### src/rtl/timer_capture_unit_pkg.sv
// Shared definitions for the capture and alarm channel blocks: default sizes,
// channel-index width and packed-counter slice helpers.
package timer_capture_unit_pkg;

  localparam int TIMER_BITWIDTH_DEF = 32;
  localparam int NB_CAPTURES_DEF    = 10;

  // Channel-index width; a single channel still needs one bit.
  function automatic int ch_width(input int n);
    return (n > 1) ? $clog2(n) : 1;
  endfunction

  // Low bit of channel ch inside a packed vector of w-bit lanes.
  function automatic int slice_lo(input int ch, input int w);
    return ch * w;
  endfunction

endpackage

### src/rtl/timer_capture_unit_round_robin_arbiter.sv
// Round-robin arbiter: searches from the channel after the last grant and only
// moves its pointer when the caller commits the grant with advance.
module round_robin_arbiter
  import timer_capture_unit_pkg::*;
#(
  parameter  int N = 4,
  localparam int W = ch_width(N)
) (
  input  logic         clk_i,
  input  logic         rst_i,
  input  logic [N-1:0] req,
  input  logic         advance,
  output logic [N-1:0] grant_onehot,
  output logic [W-1:0] grant_idx
);

  logic [W-1:0] last_grant;
  logic [W-1:0] cand_idx;
  logic         found;
  int           cand;

  always_comb begin
    grant_onehot = '0;
    grant_idx    = '0;
    found        = 1'b0;
    cand         = 0;
    cand_idx     = '0;
    for (int k = 1; k <= N; k++) begin
      cand     = (int'(last_grant) + k) % N;
      cand_idx = W'(cand);
      if (!found && req[cand_idx]) begin
        found                  = 1'b1;
        grant_idx              = cand_idx;
        grant_onehot[cand_idx] = 1'b1;
      end
    end
  end

  // Reset points at the last channel so channel 0 is searched first.
  always_ff @(posedge clk_i) begin
    if (rst_i) begin
      last_grant <= W'(N - 1);
    end else if (advance && found) begin
      last_grant <= grant_idx;
    end
  end

endmodule

### src/rtl/timer_capture_unit.sv
// Input-capture unit: per-channel rising-edge capture of the channel counter into
// a one-deep holding register, drained round-robin through a valid/ready port.
module timer_capture_unit
  import timer_capture_unit_pkg::*;
#(
  parameter  int TIMER_BITWIDTH = TIMER_BITWIDTH_DEF,
  parameter  int NB_CAPTURES    = NB_CAPTURES_DEF,
  localparam int CH_W           = ch_width(NB_CAPTURES)
) (
  input  logic                                clk_i,
  input  logic                                rst_i,
  input  logic [NB_CAPTURES-1:0]              capture_en_i,
  input  logic [NB_CAPTURES-1:0]              event_i,
  input  logic [TIMER_BITWIDTH*NB_CAPTURES-1:0] counter_i,
  output logic                                cap_valid_o,
  input  logic                                cap_ready_i,
  output logic [CH_W-1:0]                     cap_channel_o,
  output logic [TIMER_BITWIDTH-1:0]           cap_value_o,
  output logic [NB_CAPTURES-1:0]              overflow_o,
  input  logic [NB_CAPTURES-1:0]              overflow_clr_i
);

  logic [NB_CAPTURES-1:0]    evt_q;
  logic [NB_CAPTURES-1:0]    pending;
  logic [NB_CAPTURES-1:0]    cap_evt;
  logic [NB_CAPTURES-1:0]    grant_onehot;
  logic [NB_CAPTURES-1:0]    grant_clr;
  logic [NB_CAPTURES-1:0]    lost;
  logic [NB_CAPTURES-1:0]    accept;
  logic [CH_W-1:0]           grant_idx;
  logic [TIMER_BITWIDTH-1:0] hold [NB_CAPTURES];
  logic                      out_free;
  logic                      do_grant;

  assign cap_evt   = event_i & ~evt_q & capture_en_i;
  assign out_free  = !cap_valid_o || cap_ready_i;
  assign do_grant  = out_free && (|pending);
  assign grant_clr = do_grant ? grant_onehot : '0;
  // A slot being drained this cycle can take a new capture; otherwise first capture wins.
  assign lost      = cap_evt & pending & ~grant_clr;
  assign accept    = cap_evt & ~lost;

  round_robin_arbiter #(
    .N (NB_CAPTURES)
  ) u_arbiter (
    .clk_i        (clk_i),
    .rst_i        (rst_i),
    .req          (pending),
    .advance      (do_grant),
    .grant_onehot (grant_onehot),
    .grant_idx    (grant_idx)
  );

  always_ff @(posedge clk_i) begin
    if (rst_i) begin
      evt_q         <= event_i;
      pending       <= '0;
      overflow_o    <= '0;
      cap_valid_o   <= 1'b0;
      cap_channel_o <= '0;
      cap_value_o   <= '0;
      for (int i = 0; i < NB_CAPTURES; i++) begin
        hold[i] <= '0;
      end
    end else begin
      evt_q      <= event_i;
      pending    <= (pending & ~grant_clr) | accept;
      overflow_o <= (overflow_o & ~overflow_clr_i) | lost;
      for (int i = 0; i < NB_CAPTURES; i++) begin
        if (accept[i]) begin
          hold[i] <= counter_i[slice_lo(i, TIMER_BITWIDTH) +: TIMER_BITWIDTH];
        end
      end
      if (do_grant) begin
        cap_valid_o   <= 1'b1;
        cap_channel_o <= grant_idx;
        cap_value_o   <= hold[grant_idx];
      end else if (out_free) begin
        cap_valid_o <= 1'b0;
      end
    end
  end

endmodule

### config.mk
export PLATFORM = sky130hd
export DESIGN_NAME = timer_capture_unit
export DESIGN_NICKNAME = d
export VERILOG_FILES = /design/src/rtl/timer_capture_unit_pkg.sv /design/src/rtl/timer_capture_unit_round_robin_arbiter.sv /design/src/rtl/timer_capture_unit.sv
export SDC_FILE = /design/constraint.sdc
export NUM_CORES = 1
export LEC_CHECK = 0
export ABC_AREA = 0
export CORE_UTILIZATION = 54
export DETAILED_ROUTE_END_ITERATION = 6
export PLACE_DENSITY = 0.81
export SKIP_LAST_GASP = 1
export SLEW_MARGIN = 5
export SYNTH_ARGS = -nofsm -noshare
export SYNTH_HDL_FRONTEND = slang
export SYNTH_SLANG_ARGS = --single-unit
### constraint.sdc
create_clock -name clk_i -period 7.4 [get_ports clk_i]
set_input_delay 1.85 -clock clk_i [delete_from_list [all_inputs] [get_ports clk_i]]
set_output_delay 1.85 -clock clk_i [all_outputs]
set_load 0.01 [all_outputs]
# ---- Yosys cells after proc, flatten, opt, wreduce, memory -nomap -nowiden
# Memory sizes are Yosys's and may differ from the RTL's. A register that Yosys moved wholly into a read port is not among the register bits.
# Cells that the tools add are included.
dict set report word_totals {
  reg_bits 39
  ram_bits 320
  in_bits 353
  out_inout_bits 47
  wordCells 228
  memories 1
}
# memory words word_bits read_ports rd_ports_with_merged_regs wr line_no
set memory_table {}
lappend memory_table {hold 10 32 1 1 10 timer_capture_unit.sv:31} ;# logic [TIMER_BITWIDTH-1:0] hold [NB_CAPTURES];
dict set report op_classes {
  add_sub_neg 10
  n_div 10
  order_cmp 20
  mux 115
  n_bitwise 32
  reduce_logical 34
}
# op n
set op_table {}
lappend op_table {{modulo 32 x 5 -> 32 bit, second input constant} 10}
lappend op_table {{2-to-1 mux 32 bit} 10}
lappend op_table {{2-to-1 mux 10 bit} 11}
lappend op_table {{OR 10 bit} 11}
lappend op_table {{bitwise AND 10 bit} 7}
lappend op_table {{2-to-1 mux 1 bit} 64}
lappend op_table {{< comparator 4 x 5 -> 1 bit, second input constant} 10}
lappend op_table {{binary-select mux 1 bit (select 4 bit)} 10}
lappend op_table {{demux 1 bit (select 4 bit)} 10}
lappend op_table {{greater-or-equal comparator 4 x 1 -> 1 bit, second input constant} 10}
lappend op_table {{2-to-1 mux 4 bit} 10}
lappend op_table {{inverter 10 bit} 4}
lappend op_table {{logical AND 1 bit} 21}
lappend op_table {{adder 4 x 3 -> 5 bit, second input constant} 4}
lappend op_table {{adder 4 x 4 -> 5 bit, second input constant} 3}
lappend op_table {{adder 4 x 2 -> 5 bit, second input constant} 2}
lappend op_table {{logical NOT 1 bit} 10}
lappend op_table {{OR 1 bit} 10}
lappend op_table {{OR reduction 10 bit} 1}
lappend op_table {{adder 4 x 1 -> 5 bit, second input constant} 1}
lappend op_table {{nonzero test 2 bit} 1}
lappend op_table {{logical OR 1 bit} 1}

# ---- Depth between registers and ports, before layout
dict set report logic_depth {
  depth_word 41
  ltp_mapped 26
  mapped_depth_nobuf 20
}

# ---- Hierarchy
# A second synthesis with hierarchy kept.
dict set report unflattened {
  hier_cells 1904
  hier_area_um2 21623.2
}
# mod n_inst cells_each area_per_inst_um2
set modules_own_cells {}
lappend modules_own_cells {timer_capture_unit 1 1177 16615.9}
lappend modules_own_cells {round_robin_arbiter 1 727 5007.3}

# ---- Worst setup path after synthesis
# OpenSTA, ideal clock, no wires.
dict set report synth_timing {
  path_kind {flip-flop to flip-flop}
  from {register u_arbiter.last_grant[1]}
  to {memory hold[2][0] (netlist name), enable pin}
  setup_ns 0.428
  arrival_ns 6.354
  path_slack_ns 0.618
  path_stages_with_launch 22
  path_buffers 5
  cell_sequence {dfxtp_1 > clkbuf_1 > inv_1 > clkbuf_1 > ha_1 > clkbuf_1 > clkbuf_1 > o311ai_0 > and2_1 > ha_1 > mux4_2 > a2111o_1 > a31o_1 > o21a_1 > o2111ai_1 > nand4_4 > nor2_1 > buf_2 > nand4_1 > nand4_1 > a31oi_1 > o21bai_1}
}
# element line_no
set synth_rtl {}
lappend synth_rtl {{start: declaration} timer_capture_unit_round_robin_arbiter.sv:17} ;# logic [W-1:0] last_grant;
lappend synth_rtl {{start signal: assignment} timer_capture_unit_round_robin_arbiter.sv:42} ;# last_grant <= W'(N - 1);
lappend synth_rtl {{start signal: assignment} timer_capture_unit_round_robin_arbiter.sv:44} ;# last_grant <= grant_idx;
lappend synth_rtl {{end: declaration} timer_capture_unit.sv:31}

# ---- Worst setup path in the final report
dict set report layout_timing {
  from {register u_arbiter.last_grant[0]}
  to {register cap_value_o[6], read port of hold}
}
dict set report layout_via {
  elab_chain_len 32
  word_cells_on_any_way 77
  classes_between {10 x add/sub; 10 x div; 39 x mux; 18 x reduce/logical}
}
# element line_no
set layout_rtl {}
lappend layout_rtl {{adder 4 x 1 -> 5 bit} timer_capture_unit_round_robin_arbiter.sv:29} ;# cand = (int'(last_grant) + k) % N;
lappend layout_rtl {{modulo 32 x 5 -> 32 bit} timer_capture_unit_round_robin_arbiter.sv:29}
lappend layout_rtl {{binary-select mux 1 bit (select 4 bit)} timer_capture_unit_round_robin_arbiter.sv:31} ;# if (!found && req[cand_idx]) begin
lappend layout_rtl {{2-to-1 mux 1 bit (not written as such)} timer_capture_unit_round_robin_arbiter.sv:31}
lappend layout_rtl {{2-to-1 mux 1 bit} timer_capture_unit_round_robin_arbiter.sv:31}
lappend layout_rtl {{logical NOT 1 bit} timer_capture_unit_round_robin_arbiter.sv:31}
lappend layout_rtl {{logical AND 1 bit} timer_capture_unit_round_robin_arbiter.sv:31}
lappend layout_rtl {{2-to-1 mux 1 bit} timer_capture_unit_round_robin_arbiter.sv:31}
lappend layout_rtl {{[... 16 more ...]} n/a}
lappend layout_rtl {{logical AND 1 bit} timer_capture_unit_round_robin_arbiter.sv:31}
lappend layout_rtl {{2-to-1 mux 1 bit} timer_capture_unit_round_robin_arbiter.sv:31}
lappend layout_rtl {{logical NOT 1 bit} timer_capture_unit_round_robin_arbiter.sv:31}
lappend layout_rtl {{logical AND 1 bit} timer_capture_unit_round_robin_arbiter.sv:31}
lappend layout_rtl {{2-to-1 mux 1 bit} timer_capture_unit_round_robin_arbiter.sv:31}
lappend layout_rtl {{logical NOT 1 bit} timer_capture_unit_round_robin_arbiter.sv:31}
lappend layout_rtl {{logical AND 1 bit} timer_capture_unit_round_robin_arbiter.sv:31}
lappend layout_rtl {{2-to-1 mux 4 bit *} timer_capture_unit_round_robin_arbiter.sv:31}
lappend layout_rtl {{end: declaration} timer_capture_unit.sv:18} ;# output logic [TIMER_BITWIDTH-1:0] cap_value_o,
# Every way passes the cells marked *; elsewhere a longest branch is shown, timed or not. The select of a mux whose other input is x is not followed.
# A chain may end at the register's enable or synchronous reset.

==> results.json <==
{
  "status": "finished with violations",
  "violations": "design-rule violations",
  "r2r-start": "u_arbiter.last_grant[0]$_SDFFE_PP1P_",
  "drtAntennaViolNets": 0,
  "critPathBufInv": 6,
  "slowest_stage": "dfxtp_1",
  "yosysTopAreaCell": "edfxtp_1",
  "cp.required_ps": 7850,
  "synth-edff-count": 320,
  "crit_fanout": 66,
  "cp.depth": 21,
  "cap_viol_max_count": 0,
  "regArea_mm2": 0.01103,
  "antenna_found_initial": 10,
  "insertion_delay_ps": 580,
  "rsz0062_at_grt": "false",
  "grt_max_degree": 67,
  "final.setup_skew_ps": 25.41,
  "postPlaceCellArea_mm2": 0.02731,
  "cp-endpoint": "cap_value_o[6]$_SDFFE_PP0P_",
  "grt_pass1_vias": 18470,
  "r2r_cells": 21,
  "reg2reg_slack_ps": 360,
  "drc_errors": 26,
  "yosys.area_share.adder_pct": 2.363,
  "drt_pass1_iterations": 7,
  "path_common_cell": "buf_4",
  "gp_congestion": 1.017,
  "cp_top_family": "compound AO/OA/AOI/OAI gates",
  "grt_overflow": 0,
  "tightest_slew_ps": 1176,
  "cts.hold.buffers_added": 0,
  "drtIter0Drc": 2730,
  "arrival_ps": 7490,
  "reg2reg_to": "cap_value_o[6]$_SDFFE_PP0P_",
  "area_growth_pct": 30.54,
  "synth_xor_area_share_pct": 1.167,
  "syn_area_mm2": 0.02187,
  "async_flop_share_pct": 0,
  "cts.clk_slew.worst_paths_ps": 70,
  "post_drt_wl_per_cell_um": 27.92,
  "start_util_pct": 54.92,
  "die_area_mm2": 0.04131,
  "cts_tree": "built",
  "postLayoutCellArea_mm2": 0.02855,
  "routed_wl_um": 81000,
  "coreArea_mm2": 0.03982,
  "portBuffers": 399,
  "vias_per_cell": 6.418,
  "min_path_type": "reg2reg",
  "hold_viol": 0,
  "max_freq_mhz": 142.1,
  "io_pins": 400,
  "synth_cells": 1900,
  "end_kind": "register",
  "max_stage_delay_ps": 640,
  "ys_warn_count": 0,
  "synthSimpleGateAreaFrac_pct": 19.73,
  "layout.nets": 2734,
  "crit_start": "u_arbiter.last_grant[0]$_SDFFE_PP1P_",
  "fin_crit_sh_pct": 95.07,
  "synthMuxAreaShare_pct": 9.542,
  "crit_chain": "inv_1 > buf_4 > ha_1 > inv_1 > ha_1 > nand2b_1 > a21oi_1 > o41ai_1 > o311a_1 > nand2b_1 > o211ai_1 > o2111ai_2 > buf_4 > nor4_1 > nor2_1 > a32oi_4 > buf_12 > mux4_2 > a22oi_1 > buf_4 > nand2_1",
  "num-fill-cells": 2623,
  "grt_usage_pct": 38.83,
  "min_period_ps": 7035,
  "relSlewSlack_pct": 21.35,
  "clock_path_buffers": 3,
  "final-setup-viol-count": 0,
  "layout-drive-gt1-share_pct": 15.91,
  "yosysSeqAreaShare_pct": 50.43,
  "tns_ps": 0,
  "synth_compound_area_share_pct": 13.63,
  "synth_cell_types": 111,
  "cts_sinks": 391,
  "cts_buffers": 40,
  "drv_slew": 0,
  "cts_htree_levels": 2,
  "synth_flop_cell": "edfxtp_1",
  "synthTopCellsByArea": "edfxtp_1 44%, and2_1 9.5%, dfxtp_1 6.5%, mux2_2 5.2%, mux4_2 3.5%",
  "syn_avg_cell_area_um2": 11.51,
  "rows": 73,
  "synth.net_count": 2291,
  "ys_seq_elements": 391,
  "grt_pass1_wl_um": 117900,
  "cts_root_buf": "clkbuf_16",
  "postCtsSetupRepairBufs": 0,
  "multi_input_area_mm2": 0.01029,
  "dp_hpwl_um": 61380,
  "die_y_um": 203.3,
  "critPathKind": "reg2reg",
  "vias": 18620,
  "synth.top_cell.area_share_pct": 43.94,
  "critPathLaunchType": "register",
  "synth_top_family_by_area": "simple AND/OR/NAND/NOR gates",
  "fp.dieW_um": 203.3
}
## flip-flops by register name (all words and copies together), names as in the netlist
signal / cells
cap_value_o: 32
cap_valid_o: 1
cap_channel_o: 4
overflow_o: 10
hold: 320
evt_q: 10
pending: 10
u_arbiter.last_grant: 4
## worst register-to-register path, delay by kind of cell, from the launching register on
| kind | cells | cell delay [ps] |
|---|---|---|
| flip-flops | 1 | 640 |
| multiplexers | 1 | 440 |
| AND/OR/NAND/NOR | 5 | 750 |
| buffers and inverters | 6 | 1560 |
| AO/OA/AOI/OAI | 7 | 2420 |
| adder cells (fa/ha/maj) | 2 | 1120 |
## placed cells by master, fill, tap and decap left out, types with 42 or more instances in the layout
cell             synthesis  final
nand2_1                109    109
a21oi_1                 67     66
a22oi_1                 42     42
buf_4                    3     95
edfxtp_1               320    320
mux2_2                 101    101
and2_1                 332    332
nor2_1                  81     80
clkdlybuf4s50_1          0    398
dfxtp_1                 71     70
## what timing repair did
| action | in CTS | in global routing |
|---|---|---|
| endpoints found under the setup margin | 0 | 38 |
| endpoints found under the hold margin | 0 | 0 |
| gates resized for setup | 0 | 4 |
## metal layers
layer  GRT usage, %  wire length (µm)  up-vias
li1               -                 -     8112
met3          7.159              8737      200
met2          62.82             37800     1341
met4          15.33              3377        2
met1          51.79             31080     8963
met5              0                10        -
## cells in the mapped netlist (34+ instances only)
library cell and count:
nand2_1 109, a21oi_1 67, mux2_2 101, a22oi_1 42
o21ai_0 36, edfxtp_1 320, mux4_2 34, dfxtp_1 71
nand3_1 37, and2_1 332, ha_1 38, buf_2 38
clkbuf_1 64, nor2_1 81
## cells by family after synthesis
kind of cell,after synthesis
fa+ha+maj,42
simple gates,749
flops,391
xor+xnor,24
compound gates,388
mux,153
buf+inv,153
## stage by stage
| stage | utilization (%) | setup slack (ps) | hold WS (ps) | std cells |
|---|---|---|---|---|
| 4_1_cts | 71.62 | 184.5 | 455.4 | 2895 |
| 3_3_place_gp | 68.58 | 379.3 | 444.0 | 2826 |
| 5_1_grt | 71.69 | 33.54 | 494.2 | 2901 |
| 2_1_floorplan | - | 618.2 | 480.5 | 1900 |
| 3_5_place_dp | 68.58 | 209.3 | 443.3 | 2826 |
| 6_report | 71.69 | 364.9 | 453.5 | 2901 |
## layout make-up
class	count	area share [%]
flip-flops and latches	391	38.64
multi-input cells	1356	36.04
repair buffers	520	18.29
clock buffers	56	3.896
well taps	525	2.301
inverters	34	0.4470
clock inverters	13	0.3374
diodes	6	0.05259
## worst min path at each step
| stage | from | endpoint | slack (ps) | cells past startpoint |
|---|---|---|---|---|
| after global routing | cap_channel_o[2]$_SDFFE_PP0P_ | cap_channel_o[2]$_SDFFE_PP0P_ | 490 | 2 |
| final | overflow_o[7]$_SDFF_PP0_ | overflow_o[7]$_SDFF_PP0_ | 450 | 2 |
| after CTS | overflow_o[7]$_SDFF_PP0_ | overflow_o[7]$_SDFF_PP0_ | 460 | 2 |
| after floorplan | cap_channel_o[0]$_SDFFE_PP0P_ | cap_channel_o[0]$_SDFFE_PP0P_ | 480 | 2 |
| after detailed placement | overflow_o[7]$_SDFF_PP0_ | overflow_o[7]$_SDFF_PP0_ | 440 | 2 |
| after global placement | overflow_o[7]$_SDFF_PP0_ | overflow_o[7]$_SDFF_PP0_ | 440 | 2 |
Power is left out: the tool's default activity adds up to more than one toggle a clock period on the data nets, which glitch-free logic cannot reach.
==> variant, RTL diff (config.mk and constraints unchanged) <==
Put one more register stage on the output `overflow_o`, without a reset. The value now appears one clock later. The other outputs are not delayed to match.
--- a/src/rtl/timer_capture_unit.sv
+++ b/src/rtl/timer_capture_unit.sv
@@ -20,4 +20,6 @@
   input  logic [NB_CAPTURES-1:0]              overflow_clr_i
 );
+
+  logic [NB_CAPTURES-1:0] overflow_s0;
 
   logic [NB_CAPTURES-1:0]    evt_q;
@@ -56,5 +58,5 @@
       evt_q         <= event_i;
       pending       <= '0;
-      overflow_o    <= '0;
+      overflow_s0   <= '0;
       cap_valid_o   <= 1'b0;
       cap_channel_o <= '0;
@@ -66,5 +68,5 @@
       evt_q      <= event_i;
       pending    <= (pending & ~grant_clr) | accept;
-      overflow_o <= (overflow_o & ~overflow_clr_i) | lost;
+      overflow_s0 <= (overflow_s0 & ~overflow_clr_i) | lost;
       for (int i = 0; i < NB_CAPTURES; i++) begin
         if (accept[i]) begin
@@ -82,4 +84,8 @@
   end
 
+  always_ff @(posedge clk_i) begin
+    overflow_o <= overflow_s0;
+  end
+
 endmodule
 
Function: not settled (the Yosys comparison gave no result); the edit may change what the design does.
==> variant against the unedited design <==
Count of clock-buffer cells in the layout rose by 5; wire length rose by 3.7%; setup slack got worse by 0.044 ns; cell area rose by 2.9%; sequential share of layout area fell by 0.41 points; die area rose by 5.4%; sequential cell count rose by 10; area after synthesis rose by 5.5%; critical path depth fell by 2; via count rose by 6.9%; non-clock buffer count fell by 19.
Power is not shown: default switching activity piles up to over one toggle a cycle in this logic, so the estimate is an artifact.
==> variant: results (changes against the unedited design) <==
- Status: finished, final reports clean (was complete, but fails checks)
- Met3 usage: 7.09% (was 7.16%)
- Placed cells: 3012 (was 2826)
- DRT Wirelength: 84000 microns (was 81000 microns)
- Overall Global Routing Usage: 37.6% (was 38.8%)
- Worst-path maximum fanout: 32 (was 66)
- Worst R2R Setup Slack: 0.32 ns (was 0.36 ns)
- Post-synth cell types: 112 (was 111)
- Clk slew on worst S/H paths: 0.07 ns (about the same)
- Syn Area/Cell: 10.9 sq um (was 11.5 sq um)
- GP Congestion: 0.999 (was 1.02)
- R2R depth: 19 (was 21)
- Hpwl dp: 63700 microns (was 61400 microns)
- Vias per cell: 6.44 (was 6.42)
- Layout fillers: 2942 (was 2623)
- First-pass GRT wire length: 122000 microns (was 118000 microns)
- Max_slew headroom: 21.6% (was 21.3%)
- Synthesized Nets: 2503 (was 2291)
- GR Util met2: 57.1% (was 62.8%)
- Post-layout util: 69.9% (was 71.7%)
- Nets: 2906 (was 2734)
- Largest net degree at the start of global routing: 87 (was 67)
- Hold depth: 0 (was 2)
- Ys Warns: 0 (unchanged)
- Hold Path End: overflow_o[3] (was overflow_o[7])
- Clock skew: 0.0219 ns (was 0.0254 ns)
- Compound-gate portion of the synthesized area: 15.9% (was 13.6%)
- Post-synthesis mux area share: 8.29% (was 9.54%)
- CTS buffer count: 40 (unchanged)
- Adder-Cell Fraction of Synth Area: 2.33% (was 2.36%)
- XOR/XNOR share of the synthesized area: 1.01% (was 1.17%)
- Detailed Routing Iterations Pass 1: 6 (was 7)
- Global-route met1 utilization: 53.8% (was 51.8%)
- Share of layout cells above drive strength 1: 10.0% (was 15.9%)
- Number of global-route vias before repair: 19100 (was 18500)
- Area contributors post-synth: edfxtp_1 42%, and2_1 8.1%, mux2i_1 7.5% (was edfxtp_1 44%, and2_1 9.5%, dfxtp_1 6.5%)
- Top FF cell, synth: edfxtp_1 (unchanged)
- Initial antenna violation count: 5 (was 10)
- Reg2Reg Capture Point: hold[4][8] (was cap_value_o[6])
- CP arrival: 7.51 ns (was 7.49 ns)
- Reg2reg start: u_arbiter.last_grant[2] (was u_arbiter.last_grant[0])
==> variant: changes by cell type after synthesis, moves of 33 or more <==
cell	change
mux2i_1	+157
mux2_2	-88
o211ai_1	+60
a22oi_1	-38
and2_1	-35
and3_1	+33
nor4b_1	+33
==> variant: cells by family after synthesis <==
group | count (synthesis)
adder cells (fa/ha/maj) | 44
AND/OR/NAND/NOR | 811
XOR/XNOR | 21
buffers and inverters | 174
multiplexers | 187
AO/OA/AOI/OAI | 474
flip-flops | 401
==> variant: area by class of cell <==
class                      instances  area, sq um  area share, %
sequential                       401        11200           38.2
multi-input combinational       1537        11100           37.9
timing repair buffer             501         4920           16.7
clock buffer                      61         1170           3.99
tap                              539          674           2.30
inverter                          34          128          0.434
clock inverter                    13          101          0.345
antenna                            5         12.5         0.0426
==> variant: critical path: stages (launching register included) <==
cell	delay, ns
dfxtp_1	0.39
clkinv_1	0.28
ha_1	0.44
a21oi_1	0.45
inv_1	0.23
ha_1	0.35
nand2b_1	0.24
o21ai_0	0.22
a21oi_1	0.06
o21ai_0	0.47
and2_1	0.40
a211oi_1	0.20
a211o_1	0.35
buf_4	0.19
nor4_4	0.63
nand3_1	0.18
a31o_1	0.27
a31o_2	0.30
a211oi_4	0.97
and2_1	0.27
==> variant: how the worst max path moves through the flow <==
stage,start,end,slack (ns),cells past startpoint
finish,u_arbiter.last_grant[2],hold[4][8],0.32,19
global placement,u_arbiter.last_grant[3],hold[4][10],0.89,20
floorplan,u_arbiter.last_grant[2],hold[9][0],0.25,20
CTS,u_arbiter.last_grant[2],hold[4][8],0.56,20
detailed placement,u_arbiter.last_grant[2],hold[4][0],0.65,20
global route,u_arbiter.last_grant[2],hold[4][2],-0.002,19
==> variant: metrics by stage <==
| step | hold slack [ns] | worst slack [ns] | TNS (ns) | cell area, sq um |
|---|---|---|---|---|
| after floorplan | 0.324 | 0.248 | 0 | 23100 |
| final | 0.346 | 0.321 | 0 | 29400 |
| after global routing | 0.344 | -0.00154 | -0.00172 | 29400 |
| after CTS | 0.337 | 0.555 | 0 | 29400 |
| after global placement | 0.327 | 0.887 | 0 | 28100 |
| after detailed placement | 0.336 | 0.645 | 0 | 28100 |
==> variant: metal layers <==
layer,part of all wire [%],wire length [microns]
met5,0.015,13
met4,3.4,2890
met3,11,8850
met2,44,37300
met1,42,34900
==> variant: timing repair <==
item                                    4_1_cts  5_1_grt
endpoints found under the hold margin         0        0
hold buffers                                  0        0
endpoints found under the setup margin        0        5
gates resized for setup                       0        0
